[src/rtl/sat_add_pkg.sv]
// sat_add_pkg: shared width default, saturation limits and response FSM encoding
package sat_add_pkg;
  localparam int WIDTH = 8;
  localparam logic signed [WIDTH-1:0] SAT_MAX = {1'b0, {(WIDTH-1){1'b1}}};
  localparam logic signed [WIDTH-1:0] SAT_MIN = {1'b1, {(WIDTH-1){1'b0}}};
  typedef enum logic {EMPTY = 1'b0, FULL = 1'b1} state_t;
endpackage

[src/rtl/sat_add_core.sv]
// sat_add_core: combinational two's-complement saturating adder
module sat_add_core #(
  parameter int WIDTH = 8
) (
  input  logic [WIDTH-1:0] a,
  input  logic [WIDTH-1:0] b,
  output logic [WIDTH-1:0] sum,
  output logic             sat
);
  logic [WIDTH:0] w_full;
  logic           w_pos_ovf;
  logic           w_neg_ovf;
  assign w_full    = {a[WIDTH-1], a} + {b[WIDTH-1], b};
  // The top two bits of the widened sum disagree exactly when the result leaves the signed range.
  assign w_pos_ovf = (w_full[WIDTH:WIDTH-1] == 2'b01);
  assign w_neg_ovf = (w_full[WIDTH:WIDTH-1] == 2'b10);
  assign sat       = w_pos_ovf | w_neg_ovf;
  assign sum       = w_pos_ovf ? {1'b0, {(WIDTH-1){1'b1}}} :
                     w_neg_ovf ? {1'b1, {(WIDTH-1){1'b0}}} : w_full[WIDTH-1:0];
endmodule

[src/rtl/sat_add_arbiter.sv]
// sat_add_arbiter: round-robin sharing of one saturating adder with a registered, tagged response
module sat_add_arbiter
  import sat_add_pkg::*;
#(
  parameter int N_REQ = 4,
  parameter int WIDTH = sat_add_pkg::WIDTH,
  parameter int ID_W  = 2
) (
  input  logic                   clk,
  input  logic                   rst_n,
  input  logic [N_REQ-1:0]       req_valid,
  input  logic [N_REQ*WIDTH-1:0] req_a,
  input  logic [N_REQ*WIDTH-1:0] req_b,
  output logic [N_REQ-1:0]       req_ready,
  output logic                   rsp_valid,
  input  logic                   rsp_ready,
  output logic [ID_W-1:0]        rsp_id,
  output logic [WIDTH-1:0]       rsp_sum,
  output logic                   rsp_sat
);
  state_t            r_state;
  state_t            w_next;
  logic [ID_W-1:0]   r_last_grant;
  logic [ID_W-1:0]   w_winner;
  logic [ID_W-1:0]   w_idx;
  logic              w_found;
  logic              w_can_accept;
  logic              w_transfer;
  logic [WIDTH-1:0]  w_a;
  logic [WIDTH-1:0]  w_b;
  logic [WIDTH-1:0]  w_sum;
  logic              w_sat;
  logic [ID_W-1:0]   r_id;
  logic [WIDTH-1:0]  r_sum;
  logic              r_sat;

  // Round-robin search: first valid requester after the last grant, wrapping.
  always_comb begin
    w_found  = 1'b0;
    w_winner = '0;
    w_idx    = '0;
    for (int k = 1; k <= N_REQ; k++) begin
      w_idx = ID_W'((int'(r_last_grant) + k) % N_REQ);
      if (!w_found && req_valid[w_idx]) begin
        w_found  = 1'b1;
        w_winner = w_idx;
      end
    end
  end

  assign w_can_accept = (r_state == EMPTY) || rsp_ready;
  assign req_ready    = (w_found && w_can_accept && rst_n) ? (N_REQ'(1) << w_winner) : '0;
  assign w_transfer   = |(req_valid & req_ready);
  assign w_a          = req_a[w_winner*WIDTH +: WIDTH];
  assign w_b          = req_b[w_winner*WIDTH +: WIDTH];

  sat_add_core #(.WIDTH(WIDTH)) u_core (
    .a   (w_a),
    .b   (w_b),
    .sum (w_sum),
    .sat (w_sat)
  );

  // Response slot: filled by any transfer, drained by rsp_ready, otherwise held.
  always_comb begin
    w_next = w_transfer ? FULL : (rsp_ready ? EMPTY : r_state);
  end

  // State register.
  always_ff @(posedge clk or negedge rst_n) begin
    if (!rst_n) r_state <= EMPTY;
    else        r_state <= w_next;
  end

  // Capture the winner's result and remember it for the next arbitration round.
  always_ff @(posedge clk or negedge rst_n) begin
    if (!rst_n) begin
      r_id         <= '0;
      r_sum        <= '0;
      r_sat        <= 1'b0;
      r_last_grant <= ID_W'(N_REQ - 1);
    end else if (w_transfer) begin
      r_id         <= w_winner;
      r_sum        <= w_sum;
      r_sat        <= w_sat;
      r_last_grant <= w_winner;
    end
  end

  assign rsp_valid = (r_state == FULL);
  assign rsp_id    = r_id;
  assign rsp_sum   = r_sum;
  assign rsp_sat   = r_sat;
endmodule

[config.mk]
export PLATFORM = sky130hd
export DESIGN_NAME = sat_add_arbiter
export DESIGN_NICKNAME = d
export VERILOG_FILES = /design/src/rtl/sat_add_pkg.sv /design/src/rtl/sat_add_core.sv /design/src/rtl/sat_add_arbiter.sv
export SDC_FILE = /design/constraint.sdc
export NUM_CORES = 1
export LEC_CHECK = 0
export BUFFER_PORTS_ARGS = -buffer_cell sky130_fd_sc_hd__buf_2
export CAP_MARGIN = 30
export CORE_MARGIN = 1.5
export CORE_UTILIZATION = 40
export DETAILED_ROUTE_END_ITERATION = 6
export PLACE_DENSITY = 0.75
export SETUP_SLACK_MARGIN = 0.15
export SLEW_MARGIN = 10
export SYNTH_ARGS = -nofsm -noshare
export SYNTH_HDL_FRONTEND = slang
export SYNTH_HIERARCHICAL = 1
export SYNTH_SLANG_ARGS = --single-unit
[constraint.sdc]
create_clock -name clk -period 3.6 [get_ports clk]
set_input_delay 0.54 -clock clk [delete_from_list [all_inputs] [get_ports clk]]
set_output_delay 0.54 -clock clk [all_outputs]
set_load 0.01 [all_outputs]
# Yosys cells after proc, flatten, opt, wreduce, memory -nomap -nowiden
# Cells that the tools add are included.
[op_classes]
n_div = 0
shifts = 3
add_sub_neg = 5
mux = 21
n_bitwise = 3
n_lt_le_gt_ge = 4
mul = 0
reduce_logical = 11
n_eq_ne = 2
[ops]
columns = ["operator", "n"]
rows = [
  ["variable part select 32 x 6 -> 8 bit", 2],
  ["two-way mux 8 bit", 2],
  ["less-than comparator 2 x 3 -> 1 bit, second input constant", 4],
  ["two-way mux 1 bit", 10],
  ["adder 8 x 8 -> 9 bit", 1],
  ["binary-select mux 1 bit (select 2 bit)", 4],
  ["two-way mux 2 bit", 4],
  ["logical AND 1 bit", 5],
  ["adder 2 x 1 -> 2 bit, second input constant", 2],
  ["adder 2 bit, second input constant", 2],
  ["bitwise AND 4 bit", 1],
  ["two-way mux 4 bit", 1],
  ["OR reduction 4 bit", 1],
  ["left shift 1 x 2 -> 4 bit, first input constant", 1],
  ["logical NOT 1 bit", 3],
  ["equality test 2 x 1 -> 1 bit, second input constant", 1],
  ["equality test 2 bit, second input constant", 1],
  ["nonzero test 2 bit", 1],
  ["logical OR 1 bit", 1],
  ["inverter 1 bit", 1],
  ["bitwise OR 1 bit", 1],
]
[totals]
romBits = 0
regBits = 14
latch_bits = 0
n_memories = 0
input_bits = 71
ramBits = 0

# Longest topological paths before layout
[logic_depth]
depth_word = 19
ltp_mapped = 20
mapped_depth_nobuf = 17

# Cells and area by module
# Netlist, hierarchy kept.
[modules_own_cells]
columns = ["mod", "area_each_um2", "instances", "cells_each"]
rows = [
  ["sat_add_arbiter", 1098.6, 1, 121],
  ["sat_add_core", 431.7, 1, 58],
]

# Worst setup path after synthesis
# OpenSTA, ideal clock, no wires.
[synth_timing]
path_type = "input to register"
from = "input req_valid[3]"
to = "register r_sum[6], in the netlist rsp_sum[6]"
required_time_ps = 3475
setup_time_ps = 125
path_buffers = 2
setup_slack_ps = -430
cell_stages = 17
t_arrival_ps = 3906
path_cell_list = "buf_4 -> nor2_1 -> o211a_1 -> or2_0 -> buf_2 -> a221o_1 -> ha_1 -> a21oi_1 -> nor2b_1 -> a311o_1 -> o31a_1 -> xnor2_1 -> ha_1 -> nor2_1 -> and3_1 -> a211o_1 -> mux2_2"
[synth_between]
elab_chain_cells = 17
[synth_rtl]
columns = ["element", "line_no", "rtl"]
rows = [
  ["start: declaration", "sat_add_arbiter.sv:11", "input logic [N_REQ-1:0] req_valid,"],
  ["binary-select mux 1 bit (select 2 bit)", "sat_add_arbiter.sv:44", "if (!w_found && req_valid[w_idx]) begin"],
  ["two-way mux 1 bit (implied by the code)", "sat_add_arbiter.sv:44", ""],
  ["two-way mux 1 bit", "sat_add_arbiter.sv:44", ""],
  ["logical NOT 1 bit", "sat_add_arbiter.sv:44", ""],
  ["logical AND 1 bit", "sat_add_arbiter.sv:44", ""],
  ["two-way mux 1 bit", "sat_add_arbiter.sv:44", ""],
  ["logical NOT 1 bit", "sat_add_arbiter.sv:44", ""],
  ["logical AND 1 bit", "sat_add_arbiter.sv:44", ""],
  ["[3 not listed]", "n/a", ""],
  ["two-way mux 2 bit (*)", "sat_add_arbiter.sv:44", ""],
  ["variable part select 32 x 6 -> 8 bit (*)", "sat_add_arbiter.sv:54", "assign w_a = req_a[w_winner*WIDTH +: WIDTH];"],
  ["net w_a[3]", "sat_add_arbiter.sv:29", "logic [WIDTH-1:0] w_a;"],
  ["adder 8 x 8 -> 9 bit (*)", "sat_add_core.sv:13", "assign w_full = {a[WIDTH-1], a} + {b[WIDTH-1], b};"],
  ["equality test 2 bit", "sat_add_core.sv:16", "assign w_neg_ovf = (w_full[WIDTH:WIDTH-1] == 2'b10);"],
  ["two-way mux 8 bit", "sat_add_core.sv:19", "w_neg_ovf ? {1'b1, {(WIDTH-1){1'b0}}} : w_full[WIDTH-1:0];"],
  ["two-way mux 8 bit (*)", "sat_add_core.sv:18", "assign sum = w_pos_ovf ? {1'b0, {(WIDTH-1){1'b1}}} :"],
  ["net w_sum[6]", "sat_add_arbiter.sv:31", "logic [WIDTH-1:0] w_sum;"],
  ["end signal: assignment", "sat_add_arbiter.sv:84", "r_sum <= w_sum;"],
  ["end: declaration", "sat_add_arbiter.sv:34", "logic [WIDTH-1:0] r_sum;"],
]
# The timed path passes the listed nets; every way through them passes the cells marked *. The select of a mux whose other input is x is not followed.
# A chain may end at the register's enable or synchronous reset.

# Worst setup path in the final report
[layout_timing]
from = "register r_last_grant[1]"
to = "register r_sum[6], in the netlist rsp_sum[6]"
[layout_between]
elab_chain_cells = 18
[layout_rtl]
columns = ["element", "line_no", "rtl"]
rows = [
  ["start: declaration", "sat_add_arbiter.sv:23", "logic [ID_W-1:0] r_last_grant;"],
  ["start signal: assignment", "sat_add_arbiter.sv:81", "r_last_grant <= ID_W'(N_REQ - 1);"],
  ["start signal: assignment", "sat_add_arbiter.sv:86", "r_last_grant <= w_winner;"],
  ["adder 2 x 1 -> 2 bit", "sat_add_arbiter.sv:43", "w_idx = ID_W'((int'(r_last_grant) + k) % N_REQ);"],
  ["binary-select mux 1 bit (select 2 bit)", "sat_add_arbiter.sv:44", ""],
  ["two-way mux 1 bit (implied by the code)", "sat_add_arbiter.sv:44", ""],
  ["two-way mux 1 bit", "sat_add_arbiter.sv:44", ""],
  ["logical NOT 1 bit", "sat_add_arbiter.sv:44", ""],
  ["logical AND 1 bit", "sat_add_arbiter.sv:44", ""],
  ["two-way mux 1 bit", "sat_add_arbiter.sv:44", ""],
  ["logical NOT 1 bit", "sat_add_arbiter.sv:44", ""],
  ["[4 not listed]", "n/a", ""],
  ["two-way mux 2 bit (*)", "sat_add_arbiter.sv:44", ""],
  ["variable part select 32 x 6 -> 8 bit (*)", "sat_add_arbiter.sv:54", ""],
  ["net w_a[3]", "sat_add_arbiter.sv:29", ""],
  ["adder 8 x 8 -> 9 bit (*)", "sat_add_core.sv:13", ""],
  ["equality test 2 bit", "sat_add_core.sv:16", ""],
  ["two-way mux 8 bit", "sat_add_core.sv:19", ""],
  ["two-way mux 8 bit (*)", "sat_add_core.sv:18", ""],
  ["net w_sum[6]", "sat_add_arbiter.sv:31", ""],
]
# Marked as above.

==> metrics <==
outcome finished with violations; failing checks setup timing; CP endpoint kind flip-flop; CTS buffer count 3; CP required 3.72 ns; cell taking the most area after synthesis dfrtp_1; Hold Crit Class in2async; largest net degree at the start of global routing 16; Port-buffer cells 86; CTS tree yes; share of power burned in the clock network 6.2%; Crit path max-delay family compound AO/OA/AOI/OAI gates; io pins 87; combinational share of power around 80%; area of the die about 4200 sq um; part of the cycle the worst path needs 105%; area of the mapped netlist 1530 sq um; core area 3660 sq um; VDD IR max 301 uV; Most used DFF post-synth dfrtp_1; Crit Path Max Fanout 8; fin. max-slew vios 0; H-tree lvl count 1; Routed WL per cell between 15 and 20 um; area delta synth->final 73.0%; max cap viols 0; Max clock buf depth 2; crit path launch type flip-flop; Reg clk slew, reported paths about 0.05 ns; RSZ-0062 raised after global routing true; Starting Density 41.8%; synth warn 6; Filler cells 311; 1st-pass router iterations 4; Setup Skew 0.00208 ns; DR iter-0 viols between 80 and 90; vias in the first global route between 1,500 and 2,000; hold buffer count at cts 0; Die Y ~65 um; # clock sinks 14; Fin. Hold Viols 0; Synth cell types just over 40; GPL Wtd Cong 0.825; crit path kind reg2reg; num rows 22; Placed Cells incl. Taps 339; Final Setup Violations 8; Clock Tree Root clkbuf_8; total global routing overflow 0; fraction of layout cells with a size suffix above 1 58.5%; Post-synth EDFFs 0; antenna violation net count after detailed routing 0; final WL a little under 6 mm; pwr/cell area 775 nW/um^2; Mapped Cells 179; #FFs+latches synth 14; Worst-Skew Late Latency 0.24 ns; n_diodes 0; HPWL Detailed 3.96 mm; power share of the sequential group around 13%; Crit path buffers/inverters 2; commonest non-fill, non-tap cell in the layout buf_2; LEAKAGE 1.34 nW; dpl ws -0.467 ns; post-route insts no fill 361; syn_area_per_cell 8.55 sq um; worst setup margin -0.186 ns; Switching Share 38.9%; biggest cell delay along the critical path 0.41 ns; Vias/cell about 5.5; Worst-Margin Slew 0.417 ns; Crit-path slowest cell dfstp_2; crit path cell chain buf_6, buf_12, a2bb2oi_4, o2bb2ai_4, a22o_1, a221o_1, ha_4, a21oi_2, nor2b_1, a311o_1, o31a_1, xnor2_2, ha_2, nor2_1, and3_1, a211o_1, mux2_4; Worst slew margin 71.9%; register area share after synthesis 23.1%; Tmin final 3.79 ns; FFs w/ async S/R, synth 100%; Layout Nets 397; Net Sw Power between 0.7 and 0.8 mW; initial antenna violation count 0; via count 1,968; Residual DRC 0; largest cells by area after synthesis dfrtp_1 (20%), ha_1 (9.0%), mux2_2 (6.6%), a221o_1 (6.5%), o21ai_0 (6.2%); GR Util All Layers roughly 27%; commonest non-fill, non-tap cells in the layout buf_2 (86), buf_4 (45), o21ai_0 (15), dfrtp_1 (12), a221o_1 (10); internal power 1.26 mW; die extent in x 64.9 um; Fmax ~260 MHz; Worst EP arrival 3.91 ns; Synth Net Count about 260; global-route wire length before repair 8.97 mm; top-area cell type share of the netlist area 19.6%
-- worst register-to-register path, stage by stage, from the launching register on --
cell,delay (ns)
dfstp_2,0.41
buf_6,0.14
buf_12,0.12
a2bb2oi_4,0.18
o2bb2ai_4,0.13
a22o_1,0.27
a221o_1,0.30
ha_4,0.27
a21oi_2,0.13
nor2b_1,0.06
a311o_1,0.29
o31a_1,0.30
xnor2_2,0.18
ha_2,0.23
nor2_1,0.04
and3_1,0.13
a211o_1,0.22
mux2_4,0.27
-- final timing paths --
kind / start / end / slack, ns / depth (start not counted)
max: r_last_grant[1] / rsp_sum[6] / -0.19 / 17
min: rst_n / rsp_sum[7] / 0.19 / 1
max reg2reg: r_last_grant[1] / rsp_sum[6] / -0.19 / 17
min reg2reg: rsp_sum[4] / rsp_sum[4] / 0.50 / 1
max in group asynchronous: rst_n / r_last_grant[1] / 3.11 / 1
min in group clk: rsp_sum[4] / rsp_sum[4] / 0.50 / 1
-- synth_stat cells (2+ instances only) --
library cell,number
xor2_1,2
ha_1,11
inv_1,11
a22oi_1,7
mux2_2,9
nand2_1,4
nand2b_1,9
or2_1,3
nor2_1,8
buf_4,2
a21oi_2,2
dfstp_2,2
o211a_1,2
a21oi_1,12
a22o_1,9
nor2b_1,7
a221o_1,10
xnor2_1,2
nand3_1,7
dfrtp_1,12
buf_2,7
o21ai_0,19
a21o_1,4
-- sequential cells by signal, indices dropped and copies added (netlist names) --
name          flops
r_last_grant      2
rsp_id            2
rsp_sat           1
rsp_sum           8
rsp_valid         1
-- logic make-up after synthesis --
logic type	share of synthesized area (%)
flops	23.1
mux	7.28
buf+inv	6.21
xor+xnor	2.29
fa+ha+maj	10.3
simple gates	14.6
compound gates	36.3
-- what timing repair did --
action,4_1_cts,5_1_grt
cloned,2,0
endpoints found under the setup margin,9,9
buffers inserted,11,5
resized for setup,32,1
pin swaps,12,2
-- power by group through the flow --
stage	Sequential (mW)	Combinational [mW]	Clock (mW)
detailed placement	0.273	1.23	0
CTS	0.272	1.55	0.133
global route	0.281	1.78	0.140
finish	0.275	1.65	0.128
global placement	0.273	1.20	0
floorplan	0.295	0.803	0
-- area by class of cell --
type | instances | area [sq um] | area share, %
sequential | 14 | 353 | 13.3
inverter | 11 | 41.3 | 1.56
clock buffer | 4 | 45.0 | 1.70
multi-input combinational | 146 | 1290 | 48.8
tap | 48 | 60.1 | 2.27
timing repair buffer | 138 | 856 | 32.3
-- routing by layer --
metal / vias up / part of all wire, % / track usage, % / wire length [um]
li1: 951 / - / - / -
met1: 926 / 38 / 29.3 / 2180
met2: 80 / 54 / 53.0 / 3090
met3: 11 / 6.6 / 5.56 / 380
met4: 0 / 2.0 / 8.51 / 115
met5: - / 0 / 0 / 0
-- stage by stage --
| stage | TNS, ns | hold WS (ns) | cell area [sq um] | total power, mW | utilization (%) |
|---|---|---|---|---|---|
| floorplan | -1.14 | 0.244 | 1610 | 1.10 | - |
| global placement | -2.28 | 0.454 | 2310 | 1.47 | 63.0 |
| detailed placement | -3.32 | 0.458 | 2310 | 1.51 | 63.0 |
| CTS | -0.115 | 0.197 | 2590 | 1.96 | 70.8 |
| global route | -2.11 | 0.212 | 2650 | 2.20 | 72.3 |
| finish | -0.954 | 0.194 | 2650 | 2.05 | 72.3 |
No activity file was read; power rests on OpenSTA's default activity.
